File: src/rtl/debounce_bank_pkg.sv
// Shared definitions for the push-button conditioner bank: per-channel FSM
// states and the helper that sizes the shared cycle counter.
package debounce_bank_pkg;

    // Channel states: released, press check, pressed, auto-repeating, release check.
    typedef enum logic [2:0] {
        REL  = 3'd0,
        PCHK = 3'd1,
        PRS  = 3'd2,
        RPT  = 3'd3,
        RCHK = 3'd4
    } state_t;

    // Largest of the three timing constants; the counter must reach its value minus one.
    function automatic int max3(input int a, input int b, input int c);
        int m;
        m = (a > b) ? a : b;
        return (m > c) ? m : c;
    endfunction

endpackage

File: src/rtl/debounce_bank_if.sv
// Button bank bus: raw inputs and repeat enables in, conditioned levels and
// strobes out. The DUT side uses the slave modport.
// "release" is a SystemVerilog keyword, hence the i_/o_ prefixed names.
interface debounce_bank_if #(
    parameter int N = 4
);
    logic [N-1:0] i_in;
    logic [N-1:0] i_rep_en;
    logic [N-1:0] o_level;
    logic [N-1:0] o_press;
    logic [N-1:0] o_release;
    logic [N-1:0] o_rpt;

    modport master (
        output i_in, i_rep_en,
        input  o_level, o_press, o_release, o_rpt
    );

    modport slave (
        input  i_in, i_rep_en,
        output o_level, o_press, o_release, o_rpt
    );
endinterface

File: src/rtl/debounce_bank_chan.sv
// One button channel: 2-FF synchroniser, debounce/hold/repeat counter,
// five-state FSM and registered level and strobe outputs.
module debounce_bank_chan
    import debounce_bank_pkg::*;
#(
    parameter int DB_CYC   = 650000,
    parameter int HOLD_CYC = 25000000,
    parameter int RPT_CYC  = 5000000,
    parameter bit ACT_LOW  = 1'b0
) (
    input  logic clk,
    input  logic rst,
    input  logic i_in,
    input  logic i_rep_en,
    output logic o_level,
    output logic o_press,
    output logic o_release,
    output logic o_rpt
);

    localparam int CNT_W = $clog2(max3(DB_CYC, HOLD_CYC, RPT_CYC));
    localparam logic [CNT_W-1:0] DB_LAST   = CNT_W'(DB_CYC - 1);
    localparam logic [CNT_W-1:0] HOLD_LAST = CNT_W'(HOLD_CYC - 1);
    localparam logic [CNT_W-1:0] RPT_LAST  = CNT_W'(RPT_CYC - 1);

    logic             r_s1, r_s2;
    state_t           r_state, w_state_nxt;
    logic [CNT_W-1:0] r_cnt, w_cnt_nxt;
    logic             r_level, w_level_nxt;
    logic             r_press, w_press_nxt;
    logic             r_release, w_release_nxt;
    logic             r_rpt, w_rpt_nxt;

    // Bring the raw button into the clock domain, normalised to 1 = pressed.
    always_ff @(posedge clk or posedge rst) begin
        if (rst) begin
            r_s1 <= 1'b0;
            r_s2 <= 1'b0;
        end else begin
            // NOTE: non-blocking so r_s2 takes the old r_s1 and both flops really form a chain.
            r_s1 <= i_in ^ ACT_LOW;
            r_s2 <= r_s1;
        end
    end

    // Next state, counter and outputs; the counter is cleared on every state change.
    always_comb begin
        // NOTE: every target gets a default first so no path can infer a latch.
        w_state_nxt   = r_state;
        w_cnt_nxt     = r_cnt;
        w_level_nxt   = r_level;
        w_press_nxt   = 1'b0;
        w_release_nxt = 1'b0;
        w_rpt_nxt     = 1'b0;
        case (r_state)
            REL: begin
                w_cnt_nxt = '0;
                if (r_s2) w_state_nxt = PCHK;
            end
            PCHK: begin
                if (!r_s2) begin
                    w_state_nxt = REL;
                    w_cnt_nxt   = '0;
                end else if (r_cnt == DB_LAST) begin
                    w_state_nxt = PRS;
                    w_cnt_nxt   = '0;
                    w_level_nxt = 1'b1;
                    w_press_nxt = 1'b1;
                end else begin
                    w_cnt_nxt = r_cnt + 1'b1;
                end
            end
            PRS: begin
                if (!r_s2) begin
                    w_state_nxt = RCHK;
                    w_cnt_nxt   = '0;
                end else if (r_cnt == HOLD_LAST) begin
                    // Without rep_en the counter parks here until repeat is enabled.
                    if (i_rep_en) begin
                        w_state_nxt = RPT;
                        w_cnt_nxt   = '0;
                        w_rpt_nxt   = 1'b1;
                    end
                end else begin
                    w_cnt_nxt = r_cnt + 1'b1;
                end
            end
            RPT: begin
                if (!r_s2) begin
                    w_state_nxt = RCHK;
                    w_cnt_nxt   = '0;
                end else if (!i_rep_en) begin
                    w_state_nxt = PRS;
                    w_cnt_nxt   = '0;
                end else if (r_cnt == RPT_LAST) begin
                    w_cnt_nxt = '0;
                    w_rpt_nxt = 1'b1;
                end else begin
                    w_cnt_nxt = r_cnt + 1'b1;
                end
            end
            RCHK: begin
                if (r_s2) begin
                    w_state_nxt = PRS;
                    w_cnt_nxt   = '0;
                end else if (r_cnt == DB_LAST) begin
                    w_state_nxt   = REL;
                    w_cnt_nxt     = '0;
                    w_level_nxt   = 1'b0;
                    w_release_nxt = 1'b1;
                end else begin
                    w_cnt_nxt = r_cnt + 1'b1;
                end
            end
            default: begin
                w_state_nxt = REL;
                w_cnt_nxt   = '0;
                w_level_nxt = 1'b0;
            end
        endcase
    end

    // State, counter and registered outputs; reset drops level without a release strobe.
    always_ff @(posedge clk or posedge rst) begin
        if (rst) begin
            r_state   <= REL;
            r_cnt     <= '0;
            r_level   <= 1'b0;
            r_press   <= 1'b0;
            r_release <= 1'b0;
            r_rpt     <= 1'b0;
        end else begin
            r_state   <= w_state_nxt;
            r_cnt     <= w_cnt_nxt;
            r_level   <= w_level_nxt;
            r_press   <= w_press_nxt;
            r_release <= w_release_nxt;
            r_rpt     <= w_rpt_nxt;
        end
    end

    assign o_level   = r_level;
    assign o_press   = r_press;
    assign o_release = r_release;
    assign o_rpt     = r_rpt;

endmodule

File: src/rtl/debounce_bank.sv
// N independent button channels behind one bus interface.
module debounce_bank #(
    parameter int N        = 4,
    parameter int DB_CYC   = 650000,
    parameter int HOLD_CYC = 25000000,
    parameter int RPT_CYC  = 5000000,
    parameter bit ACT_LOW  = 1'b0
) (
    input  logic           clk,
    input  logic           rst,
    debounce_bank_if.slave bus
);

    logic [N-1:0] w_level;
    logic [N-1:0] w_press;
    logic [N-1:0] w_release;
    logic [N-1:0] w_rpt;

    for (genvar g = 0; g < N; g++) begin : g_chan
        debounce_bank_chan #(
            .DB_CYC   (DB_CYC),
            .HOLD_CYC (HOLD_CYC),
            .RPT_CYC  (RPT_CYC),
            .ACT_LOW  (ACT_LOW)
        ) u_chan (
            .clk       (clk),
            .rst       (rst),
            .i_in      (bus.i_in[g]),
            .i_rep_en  (bus.i_rep_en[g]),
            .o_level   (w_level[g]),
            .o_press   (w_press[g]),
            .o_release (w_release[g]),
            .o_rpt     (w_rpt[g])
        );
    end

    assign bus.o_level   = w_level;
    assign bus.o_press   = w_press;
    assign bus.o_release = w_release;
    assign bus.o_rpt     = w_rpt;

endmodule

File: src/flat_wrapper.sv
// flat-port wrapper written by rule: the top's interface ports become plain ports
module debounce_bank_flat 
#(
    parameter int N        = 4,
    parameter int DB_CYC   = 650000,
    parameter int HOLD_CYC = 25000000,
    parameter int RPT_CYC  = 5000000,
    parameter bit ACT_LOW  = 1'b0
)
  (clk, rst, bus_i_in, bus_i_rep_en, bus_o_level, bus_o_press, bus_o_release, bus_o_rpt);
  debounce_bank_if #(.N(N)) bus_i ();
  input  logic clk;
  input  logic rst;
  input wire logic [$bits(bus_i.i_in)-1:0] bus_i_in;
  input wire logic [$bits(bus_i.i_rep_en)-1:0] bus_i_rep_en;
  output wire logic [$bits(bus_i.o_level)-1:0] bus_o_level;
  output wire logic [$bits(bus_i.o_press)-1:0] bus_o_press;
  output wire logic [$bits(bus_i.o_release)-1:0] bus_o_release;
  output wire logic [$bits(bus_i.o_rpt)-1:0] bus_o_rpt;
  assign bus_i.i_in = bus_i_in;
  assign bus_i.i_rep_en = bus_i_rep_en;
  assign bus_o_level = bus_i.o_level;
  assign bus_o_press = bus_i.o_press;
  assign bus_o_release = bus_i.o_release;
  assign bus_o_rpt = bus_i.o_rpt;
  debounce_bank #(.N(N), .DB_CYC(DB_CYC), .HOLD_CYC(HOLD_CYC), .RPT_CYC(RPT_CYC), .ACT_LOW(ACT_LOW)) u_core (.clk(clk), .rst(rst), .bus(bus_i));
endmodule
File: config.mk
export PLATFORM = sky130hd
export DESIGN_NAME = debounce_bank_flat
export DESIGN_NICKNAME = d
export VERILOG_FILES = /design/src/rtl/debounce_bank_pkg.sv /design/src/rtl/debounce_bank_if.sv /design/src/rtl/debounce_bank_chan.sv /design/src/rtl/debounce_bank.sv /design/src/flat_wrapper.sv
export SDC_FILE = /design/constraint.sdc
export NUM_CORES = 1
export LEC_CHECK = 0
export CAP_MARGIN = 25
export CORE_MARGIN = 1.5
export CORE_UTILIZATION = 40
export CTS_CLUSTER_DIAMETER = 200
export CTS_CLUSTER_SIZE = 30
export DETAILED_ROUTE_END_ITERATION = 16
export GPL_TIMING_DRIVEN = 1
export PLACE_DENSITY_LB_ADDON = 0.15
export SLEW_MARGIN = 25
export SYNTH_ARGS = -nofsm -noshare
export SYNTH_HDL_FRONTEND = slang
export SYNTH_SLANG_ARGS = --single-unit
export TNS_END_PERCENT = 50
File: constraint.sdc
create_clock -name clk -period 11.3 [get_ports clk]
set_clock_uncertainty 0.1 [all_clocks]
set_input_delay 1.13 -clock clk [delete_from_list [all_inputs] [get_ports clk]]
set_output_delay 1.13 -clock clk [all_outputs]
set_load 0.02 [all_outputs]
Word level (Yosys, flattened, before mapping)

Cells that the tools add are included.

Register bits: 136
Bits in latches: 0
Bits in writable memories: 0
ROM bits: 0
Bits of input ports: 10
Output and inout bits: 16
Word-level logic and storage cells: 280
Memories: 0

$add $sub $neg: 4
$mul: 0
Divide/modulo/power cells: 0
Magnitude comparators: 0
Equality and inequality tests: 72
Shift-type cells: 0
Muxes and demuxes: 152
Bitwise logic cells: 4
Reduce and logical (&&, ||, !) cells: 16

Operators by type and width:

| kind                                                              | count |
|---|---|
| 25-bit two-way mux                                                | 36 |
| 25-bit case mux with 4 select lines                               | 4 |
| 3-bit two-way mux                                                 | 40 |
| 25-bit by 1-bit adder with 25-bit output, second input constant   | 4 |
| 25-bit by 20-bit == test with 1-bit output, second input constant | 4 |
| 25-bit by 23-bit == test with 1-bit output, second input constant | 4 |
| 25-bit == test, second input constant                             | 4 |
| 1-bit two-way mux                                                 | 60 |
| 3-bit != test, second input constant                              | 20 |
| 3-bit case mux with 5 select lines                                | 4 |
| 2-bit != test, second input constant                              | 20 |
| 3-bit by 2-bit == test with 1-bit output, second input constant   | 8 |
| 6-bit AND reduction                                               | 4 |
| 5-bit AND reduction                                               | 4 |
| 4-bit != test, second input constant                              | 4 |
| 3-bit by 1-bit == test with 1-bit output, second input constant   | 4 |
| 3-bit == test, second input constant                              | 4 |
| 3-bit logical NOT                                                 | 4 |
| 1-bit case mux with 3 select lines                                | 4 |
| 3-bit OR reduction                                                | 4 |
| 1-bit case mux with 2 select lines                                | 4 |
| 1-bit inverter                                                    | 4 |

Logic depth before layout (Yosys ltp)

Gate-level depths: netlist (run 1).

Depth in word-level cells: 5
Depth in mapped cells: 8
Depth with buffers taken out: 6

Modules after synthesis

From an unflattened synthesis (run 1), not the netlist that was laid out.

Cells, all modules: 752
Area total of the unflattened synthesis: 7394.6 µm²

Modules (own cells, without submodules):

| module                                           | instances | cells an instance | area each (µm²) | seq. area each (µm²) |
|---|---|---|---|---|
| debounce_bank_chan (u_core.g_chan[0].u_chan ...) | 2         | 186               | 1845.5          | 850.8 |
| debounce_bank_chan (u_core.g_chan[3].u_chan)     | 1         | 188               | 1870.5          | 850.8 |
| debounce_bank_chan (u_core.g_chan[2].u_chan)     | 1         | 192               | 1833.0          | 850.8 |

Least setup slack after synthesis (run 1)

OpenSTA, ideal clock, no wires.

Kind: register to register
From: reg u_core.g_chan[2].u_chan.r_cnt[0]
To: reg u_core.g_chan[2].u_chan.r_cnt[21]
Setup time: 0.134 ns
Arrival time: 2.250 ns
Data required time: 11.066 ns
Slack: 8.816 ns
Cell stages (with the launch flop): 8
Buffers on the path: 1
Clock period less this slack: 2.484 ns
Cells stage by stage: dfrtp_1 ha_1 nand3_1 or3_2 or4_4 a21oi_4 buf_6 a21oi_1

Word-level cells in the longest chain between the ends: 5
Elaborated cells between the ends (all ways): 14
Those cells by class: 1 x add/sub; 4 x eq/ne; 9 x mux

RTL lines:

| element                                                                                                       | line                      | text |
|---|---|---|
| start, declared                                                                                               | debounce_bank_chan.sv:28  | `logic [CNT_W-1:0] r_cnt, w_cnt_nxt;` |
| start signal, assigned                                                                                        | debounce_bank_chan.sv:134 | `r_cnt <= w_cnt_nxt;` |
| 25-bit by 1-bit adder with 25-bit output / 25-bit by 23-bit == test with 1-bit output (equally long branches) | --                        |  |
| 25-bit two-way mux                                                                                            | debounce_bank_chan.sv:95  | `end else if (r_cnt == RPT_LAST) begin` |
| 25-bit two-way mux                                                                                            | debounce_bank_chan.sv:92  | `end else if (!i_rep_en) begin` |
| 25-bit two-way mux                                                                                            | debounce_bank_chan.sv:89  | `if (!r_s2) begin` |
| 25-bit case mux with 4 select lines                                                                           | debounce_bank_chan.sv:55  | `case (r_state)` |

Several ways; a longest one is shown, not always the timed one.
A chain may end at the register's enable or synchronous reset.

Worst setup path after layout (run 1)

From: reg u_core.g_chan[1].u_chan.r_cnt[7]
To: reg u_core.g_chan[1].u_chan.r_cnt[3]

Word-level cells in the longest chain between the ends: 5
Elaborated cells between the ends (all ways): 13
Those cells by class: 4 x eq/ne; 9 x mux

RTL lines:

| element                                    | line |
|---|---|
| start, declared                            | debounce_bank_chan.sv:28 |
| start signal, assigned                     | debounce_bank_chan.sv:134 |
| 25-bit by 23-bit == test with 1-bit output | debounce_bank_chan.sv:95 |
| 25-bit two-way mux                         | debounce_bank_chan.sv:95 |
| 25-bit two-way mux                         | debounce_bank_chan.sv:92 |
| 25-bit two-way mux                         | debounce_bank_chan.sv:89 |
| 25-bit case mux with 4 select lines        | debounce_bank_chan.sv:55 |

Several ways; a longest one is shown, not always the timed one.

==> results of run 1 <==
[cells in the mapped netlist, types with 4 or more instances]
master	number	share of area [%]
ha_1	4	0.66
clkbuf_1	26	1.3
nor4_1	15	1.2
or4_1	4	0.40
nand2_1	57	2.8
nand4_1	39	3.2
xor2_1	52	6.0
nor3b_1	4	0.40
buf_4	20	2.0
and4_1	16	1.8
nor3_1	24	1.6
and3b_1	4	0.46
buf_2	5	0.33
and3_1	20	1.6
a31oi_1	7	0.58
nand4b_1	4	0.46
a41oi_1	4	0.46
nor2b_1	5	0.41
a21oi_1	79	5.2
o22ai_1	4	0.33
o21a_1	4	0.40
o21ai_0	25	1.6
nand2b_1	10	0.82
nand4bb_1	4	0.59
and4b_1	4	0.53
and2_1	6	0.49
or2_2	4	0.33
nand3b_1	5	0.49
nand3_1	44	2.9
dfrtp_1	136	45
inv_1	22	1.1
nor2_1	62	3.1
xnor2_1	36	4.1
[metrics by stage]
step	hold WS, ps	util (%)	setup WS, ps
floorplan	231	-	6430
global placement	234	42.2	8080
detailed placement	235	42.3	8010
CTS	249	45.7	8260
global route	266	45.8	8040
finish	249	45.8	8280
[power by group]
group | internal [mW] | switching [mW] | total, mW | leakage [nW]
sequential | 0.494 | 0.0109 | 0.504 | 1.87
combinational | 0.0145 | 0.0291 | 0.0435 | 1.15
clock | 0.377 | 0.216 | 0.593 | 0.305
[area by class of cell]
class	count	area (um2)	area share [%]
Multi-Input combinational cell	599	3840	45.0
Sequential cell	136	3400	39.9
Clock buffer	22	494	5.79
Tap cell	234	293	3.43
Timing Repair Buffer	28	277	3.24
Clock inverter	10	140	1.64
Inverter	22	87.6	1.03
[critical path, stage by stage, from the launching register on]
cell     delay [ps]
dfrtp_1         450
or3_1           430
nor4_1          640
a21oi_1         250
nor3_4          780
o21ai_0         200
[cell families (layout without fill, tap and decap cells)]
logic type	count (synthesis)	after routing	synth area share, %
simple gates	357	357	27.5
compound gates	147	147	11.6
flops	136	136	44.8
xor+xnor	88	88	10.1
buf+inv	75	82	4.97
fa+ha+maj	4	4	0.658
mux	3	3	0.395
[cell usage in the layout, fill, tap and decap left out, types with 5 or more instances in the layout]
cell             count
a21oi_1             79
a31oi_1              7
and2_1               6
and3_1              20
and4_1              16
clkbuf_16           17
clkbuf_8             5
clkdlybuf4s50_1     25
dfrtp_1            136
inv_1               21
nand2_1             57
nand2b_1            10
nand3_1             44
nand3b_1             5
nand4_1             39
nor2_1              62
nor2b_1              5
nor3_1              24
nor4_1              14
o21ai_0             25
xnor2_1             36
xor2_1              52
[path summary, 6_finish.rpt]
path / from / to / slack, ps / cells past startpoint
setup reg to reg: u_core.g_chan[1].u_chan.r_cnt[7] / u_core.g_chan[1].u_chan.r_cnt[3] / 8280 / 5
min in group asynchronous: rst / u_core.g_chan[1].u_chan.o_release / 1070 / 2
hold reg to reg: u_core.g_chan[0].u_chan.r_s1 / u_core.g_chan[0].u_chan.r_s2 / 250 / 0
hold / removal: u_core.g_chan[0].u_chan.r_s1 / u_core.g_chan[0].u_chan.r_s2 / 250 / 0
setup / recovery: u_core.g_chan[1].u_chan.r_cnt[7] / u_core.g_chan[1].u_chan.r_cnt[3] / 8280 / 5
max in group asynchronous: rst / u_core.g_chan[0].u_chan.r_cnt[8] / 8720 / 3
[registers in the layout (all words and copies together), names as in the netlist]
name / count
u_core.g_chan.u_chan.r_cnt: 100
u_core.g_chan.u_chan.r_state: 12
u_core.g_chan.u_chan.o_level: 4
u_core.g_chan.u_chan.o_press: 4
u_core.g_chan.u_chan.o_release: 4
u_core.g_chan.u_chan.o_rpt: 4
u_core.g_chan.u_chan.r_s1: 4
u_core.g_chan.u_chan.r_s2: 4
[layer usage]
metal  global-route usage, %  wire length [um]  part of all wire (%)  vias up
li1                        -                 -                     -     2906
met1                    23.3              7890                    49     2977
met2                    27.8              7690                    47       86
met3                    3.26               419                   2.6       22
met4                    6.36               261                   1.6        0
met5                       0                 0                     0        -
==> metrics.yaml, run 1 <==
area_growth_pct: 12.3
cp-end-kind: "register"
cts_tree: "done"
instances_no_fill: 1051
post-cts-setup-buffer-count: 0
io_pins: 26
status: "finished, final reports clean"
numPortBuffers: 25
max_slew_margin_pct: 33.7
power.leakage_nw: 3.32
placed_area_mm2: 0.00788
drc_errors: 0
grt_pass1_wl_mm: 28.3
stdcell_area_mm2: 0.00854
cts-hold-fix-buffers: 0
grt_overflow: 0
criticalPathCategory: "reg2reg"
die_area_mm2: 0.0198
first_iter_violations: 418
yosysSeqAreaShare_pct: 44.8
yosys_warnings: 0
hold_path.class: "reg2reg"
grt_pass1_vias: 5829
maxSlewViolCount: 0
place_congestion: 0.815
tightest_slew_ps: 985
htreeDepth: 4
fmax_mhz: 331
core-area_mm2: 0.0186
grt_max_degree: 70
synth_ff_type: "dfrtp_1"
ir_worst_vdd_mv: 0.0845
finalCriticalPeriod_ps: 3020
cts_buffers: 17
rows: 50
fp.dieH_um: 141
diodes: 0
fillers: 1749
arrival_ps: 3190
grt_use_total_pct: 17.3
clk_pin_slew_ps: 60
firstDrtPassIters: 4
vias: 5991
startpoint_type: "register"
die_w_um: 141
rsz0062_at_grt: "no"
antenna_found_initial: 0
crit_fanout: 25
drive_gt1_share_pct: 7.96
synth_cells: 810
clk_latency_ps: 420
syn-cell-area_mm2: 0.00760
synth_nets: 824
cts.path.max_buffers: 2
fin_crit_sh_pct: 26.8
required_ps: 11470
post_cts_resize_count: 0
cts_root_buffer: "clkbuf_16"
drv_cap: 0
hpwlAfterDp_mm: 10.9
via_per_inst: 5.70
finalPower_mw: 1.14
initial_core_util_pct: 40.8
drt_wl_total_mm: 16.3
synth_edf_count: 0
tns_ps: 0
setup_viol: 0
nNetsFinal: 818
hold_viol: 0
cts_num_sinks: 136
ys_ff_latch: 136
postRouteAntennaNets: 0
synth_cell_type_count: 69
ys_async_sr_fraction_pct: 100
wl_per_cell_um: 15.5
syn_avg_cell_area_um2: 9.39
p_per_area_mw_per_mm2: 134
dp_cells: 1018
Power figures use the tool's default switching activity.
==> run 2, diff against run 1 <==
==> constraint.sdc (replaced) <==
create_clock -name clk -period 2.6 [get_ports clk]
set_clock_uncertainty 0.1 [all_clocks]
set_input_delay 0.26 -clock clk [delete_from_list [all_inputs] [get_ports clk]]
set_output_delay 0.26 -clock clk [all_outputs]
set_load 0.02 [all_outputs]
==> run 2 against run 1 <==
  * Sequential share of layout area decreased by 1.2 points
  * Routed wire length is 3.3% higher
  * Register-to-register slack lost 8200 ps
  * Critical path type unchanged
  * Highest routed layer unchanged
==> metrics.yaml, run 2 (synthesis results as in run 1) <==
status: "finished, final reports clean"
hpwlAfterDp_mm: 11.2
instances_no_fill: 1085
grt_max_degree: 137
drt_wl_total_mm: 16.8
place_ws_ps: 74.6
reg2reg_slack_ps: 50
hold_viol: 0
grt_use_total_pct: 17.6
core-area_mm2: 0.0186
crit_start: "u_core.g_chan[2].u_chan.r_cnt[1]"
required_ps: 2800
final_common_cell: "dfrtp_1"
tightest_slew_ps: 707
hp-start: "bus_i_in[3]"
cts_tree: "done"
reg2reg_from: "u_core.g_chan[2].u_chan.r_cnt[1]"
die_area_mm2: 0.0198
nNetsFinal: 852
numPortBuffers: 25
cts_num_sinks: 136
vias: 6023
first_iter_violations: 437
drc_errors: 0
max_slew_margin_pct: 52.8
worstRegToRegCells: 7
postRouteAntennaNets: 0
stdcell_area_mm2: 0.00881
multi_input_area_mm2: 0.00382
fin_crit_sh_pct: 98.0
finalCriticalPeriod_ps: 2550
drv_cap: 0
ir_worst_vdd_mv: 0.389
tns_ps: 0
cp-end-kind: "register"
startpoint_type: "register"
place_congestion: 0.831
register_area_mm2: 0.00340
initial_core_util_pct: 40.8
clk_pin_slew_ps: 60
antenna_found_initial: 0
firstDrtPassIters: 5
wl_per_cell_um: 15.5
diodes: 0
clk_latency_ps: 420
grt_pass1_vias: 5872
setup_viol: 0
cp-endpoint: "u_core.g_chan[2].u_chan.r_cnt[18]"
cts_root_buffer: "clkbuf_16"
cts.path.max_buffers: 2
p_per_area_mw_per_mm2: 556
post-route-util_pct: 47.3
rr_endpoint: "u_core.g_chan[2].u_chan.r_cnt[18]"
fillers: 1761
io_pins: 26
drive_gt1_share_pct: 11.4
largestRegisters: "u_core.g_chan.u_chan.r_cnt x100, u_core.g_chan.u_chan.r_state x12"
criticalPathCategory: "reg2reg"
registers.top_by_ff_count: "u_core.g_chan.u_chan.r_cnt"
grt_pass1_wl_mm: 28.5
arrival_ps: 2750
htreeDepth: 4
grt_overflow: 0
area_growth_pct: 15.9
power.leakage_nw: 3.51
placed_area_mm2: 0.00816
fin_ws_ps: 52.0
crit_fanout: 5
via_per_inst: 5.55
die_w_um: 141
hold_path.class: "in2reg"
final_cell_mix: "135 x dfrtp_1, 79 x a21oi_1, 62 x nor2_1"
cts_buffers: 17
maxSlewViolCount: 0
dp_cells: 1050
rows: 50
fp.dieH_um: 141
fmax_mhz: 392
largest_reg_flops: 100
[run 2: changes by cell type in the layout (fill, tap and decap cells not counted), sizes merged]
cell | before | now
inv | 23 | 21
clkinv | 3 | 6
clkinvlp | 3 | 1
buf | 3 | 36
clkbuf | 22 | 24
[run 2: power by group]
part,internal [mW],leakage (nW),switching (mW),total [mW]
registers,2.15,1.87,0.0491,2.20
clock network,1.60,0.306,0.894,2.49
logic,0.0790,1.33,0.131,0.210
[run 2: worst min path at each step]
stage                                   endpoint  depth (start not counted)
floorplan           u_core.g_chan[0].u_chan.r_s1                          0
global placement    u_core.g_chan[3].u_chan.r_s2                          0
detailed placement  u_core.g_chan[2].u_chan.r_s2                          0
CTS                 u_core.g_chan[3].u_chan.r_s1                          1
global route        u_core.g_chan[3].u_chan.r_s1                          1
finish              u_core.g_chan[3].u_chan.r_s1                          1
[run 2: cell type report]
type,count,area share [%]
Multi-Input combinational cell,599,43.4
Tap cell,234,3.32
Timing Repair Buffer,62,6.80
Clock inverter,9,1.36
Clock buffer,23,5.54
Inverter,22,0.979
Sequential cell,136,38.6
[run 2: per-stage QoR]
step / power (mW) / hold slack, ps
finish: 4.90 / 172
global placement: 2.43 / 232
detailed placement: 2.44 / 236
CTS: 4.96 / 157
global route: 5.10 / 176
floorplan: 2.37 / 191
[run 2: critical path, stage by stage, from the launching register on]
cell,delay [ps]
dfrtp_1,430
ha_2,240
nand3_1,90
or3_2,480
or4_4,550
a21oi_4,270
clkbuf_16,210
a21oi_1,60
[run 2: per-layer routing]
metal  vias to the layer above  global-route usage [%]  part of all wire (%)
met1                      2947                    23.3                    48
met4                         0                    5.70                   1.2
met5                         -                       0                     0
li1                       2966                       -                     -
met2                        90                    28.9                    49
met3                        20                    3.74                   2.6
[run 2: repair_timing]
action / in CTS / in global routing
setup endpoints to repair: 0 / 1
hold buffers: 0 / 0
setup buffers: 0 / 1
gates resized for setup: 0 / 2
endpoints found under the hold margin: 0 / 0
==> run 3, diff against run 2 <==
--- a/config.mk
+++ b/config.mk
@@ -13,6 +13,7 @@
 export DETAILED_ROUTE_END_ITERATION = 16
 export GPL_TIMING_DRIVEN = 1
 export PLACE_DENSITY_LB_ADDON = 0.15
+export RECOVER_POWER = 25
 export SLEW_MARGIN = 25
 export SYNTH_ARGS = -nofsm -noshare
 export SYNTH_HDL_FRONTEND = slang
==> run 3 against run 2 <==
  * The run now ends with max-capacitance violations, max-slew violations left
  * Maximum frequency about the same
  * Non-clock buffer count unchanged
  * Clock power about the same
  * Combinational power down 2%
  * Routed wire length is 0.21% lower
  * Sequential share of layout area is 0.055 points higher
  * Critical path type unchanged
  * Highest routed layer unchanged
==> metrics.yaml, run 3 (synthesis results as in run 1) <==
final_common_cell: "dfrtp_1"
maxSlewViolCount: 137
p_per_area_mw_per_mm2: 556
cts_root_buffer: "clkbuf_16"
first_iter_violations: 437
grt_pass1_vias: 5872
nNetsFinal: 852
reg2reg_from: "u_core.g_chan[2].u_chan.r_cnt[1]"
grt_pass1_wl_mm: 28.5
placed_area_mm2: 0.00816
largest_reg_flops: 100
initial_core_util_pct: 40.8
path_cells: "ha_2 > nand3_1 > or3_2 > or4_4 > a21oi_4 > clkbuf_16 > a21oi_1"
cts.path.max_buffers: 2
grt_max_degree: 137
drive_gt1_share_pct: 11.4
htreeDepth: 4
critPathSlowestCell: "or4_4"
place_congestion: 0.831
hold_slack_ps: 246
stdcell_area_mm2: 0.00880
place_ws_ps: 74.6
fp.dieH_um: 141
drt_wl_total_mm: 16.8
drv_cap: 1
status: "finished with violations"
fillers: 1763
ir_worst_vdd_mv: 0.388
cp-end-kind: "register"
antenna_found_initial: 0
crit_start: "u_core.g_chan[2].u_chan.r_cnt[1]"
power.leakage_nw: 3.50
largestRegisters: "u_core.g_chan.u_chan.r_cnt x100, u_core.g_chan.u_chan.r_state x12"
io_pins: 26
rows: 50
cts_num_sinks: 136
slowest_delay_ps: 550
grt_use_total_pct: 17.6
clk_latency_ps: 420
crit_fanout: 5
fin_crit_sh_pct: 98.0
area_growth_pct: 15.8
reg2reg_slack_ps: 50
die_area_mm2: 0.0198
finalCriticalPeriod_ps: 2550
startpoint_type: "register"
criticalPathCategory: "reg2reg"
violations: "max-capacitance violations, max-slew violations"
cts_buffers: 17
tightest_slew_ps: 1680
vias: 6033
arrival_ps: 2750
clk_pin_slew_ps: 60
core-area_mm2: 0.0186
fmax_mhz: 392
hpwlAfterDp_mm: 11.2
diodes: 0
grt_overflow: 0
max_slew_margin_pct: -12.2
worstRegToRegCells: 7
die_w_um: 141
cp-endpoint: "u_core.g_chan[2].u_chan.r_cnt[18]"
rr_endpoint: "u_core.g_chan[2].u_chan.r_cnt[18]"
via_per_inst: 5.56
final_cell_mix: "135 x dfrtp_1, 79 x a21oi_1, 62 x nor2_1"
drc_errors: 0
numPortBuffers: 25
post-route-util_pct: 47.2
setup_viol: 0
postRouteAntennaNets: 0
registers.top_by_ff_count: "u_core.g_chan.u_chan.r_cnt"
fin_ws_ps: 52.2
hold_path.class: "reg2reg"
firstDrtPassIters: 5
wl_per_cell_um: 15.5
required_ps: 2800
hold_viol: 0
cts_tree: "done"
cts-hold-fix-buffers: 0
-- run 3: worst max-delay path: cells and delay by family, from the launching register on --
kind,cells,cell delay [ps]
buffers and inverters,1,210
AO/OA/AOI/OAI,2,330
AND/OR/NAND/NOR,3,1120
flip-flops,1,430
adder cells (fa/ha/maj),1,240
-- run 3: report_power, final --
part	leakage, nW	internal [mW]	switching [mW]
clock network	0.306	1.60	0.891
logic	1.33	0.0755	0.131
registers	1.87	2.15	0.0491
total	3.50	3.82	1.07
-- run 3: worst min-delay path by stage --
stage	from	to	cells past startpoint
after detailed placement	u_core.g_chan[2].u_chan.r_s1	u_core.g_chan[2].u_chan.r_s2	0
final	u_core.g_chan[0].u_chan.r_s1	u_core.g_chan[0].u_chan.r_s2	0
after global placement	u_core.g_chan[3].u_chan.r_s1	u_core.g_chan[3].u_chan.r_s2	0
after floorplan	bus_i_in[0]	u_core.g_chan[0].u_chan.r_s1	0
after CTS	bus_i_in[3]	u_core.g_chan[3].u_chan.r_s1	1
after global routing	u_core.g_chan[2].u_chan.r_s1	u_core.g_chan[2].u_chan.r_s2	0
-- run 3: area by class of cell --
cell class                      count  area, um2  area share (%)
Clock buffer                       23        488            5.54
Clock inverter                      9        120            1.36
Inverter                           22       86.3           0.981
Multi-Input combinational cell    599       3820            43.4
Sequential cell                   136       3400            38.7
Tap cell                          234        293            3.33
Timing Repair Buffer               62        587            6.67
-- run 3: repair_timing --
action,4_1_cts,5_1_grt
gates resized for setup,0,2
endpoints found under the setup margin,0,1
buffers inserted,0,1
-- run 3: metal layers --
layer	vias to the layer above	wire (um)	part of all wire, %	global-route usage [%]
met3	19	462	2.8	3.74
met4	0	197	1.2	5.70
met5	-	0	0	0
li1	2967	-	-	-
met2	96	8160	49	28.9
met1	2951	7950	47	23.3
-- run 3: per-stage QoR --
step / cells / TNS, ps / power [mW]
6_report: 1085 / 0 / 4.89
5_1_grt: 1085 / -149 / 5.09
4_1_cts: 1082 / 0 / 4.96
3_5_place_dp: 1050 / 0 / 2.44
3_3_place_gp: 1050 / 0 / 2.43
2_1_floorplan: 810 / 0 / 2.37
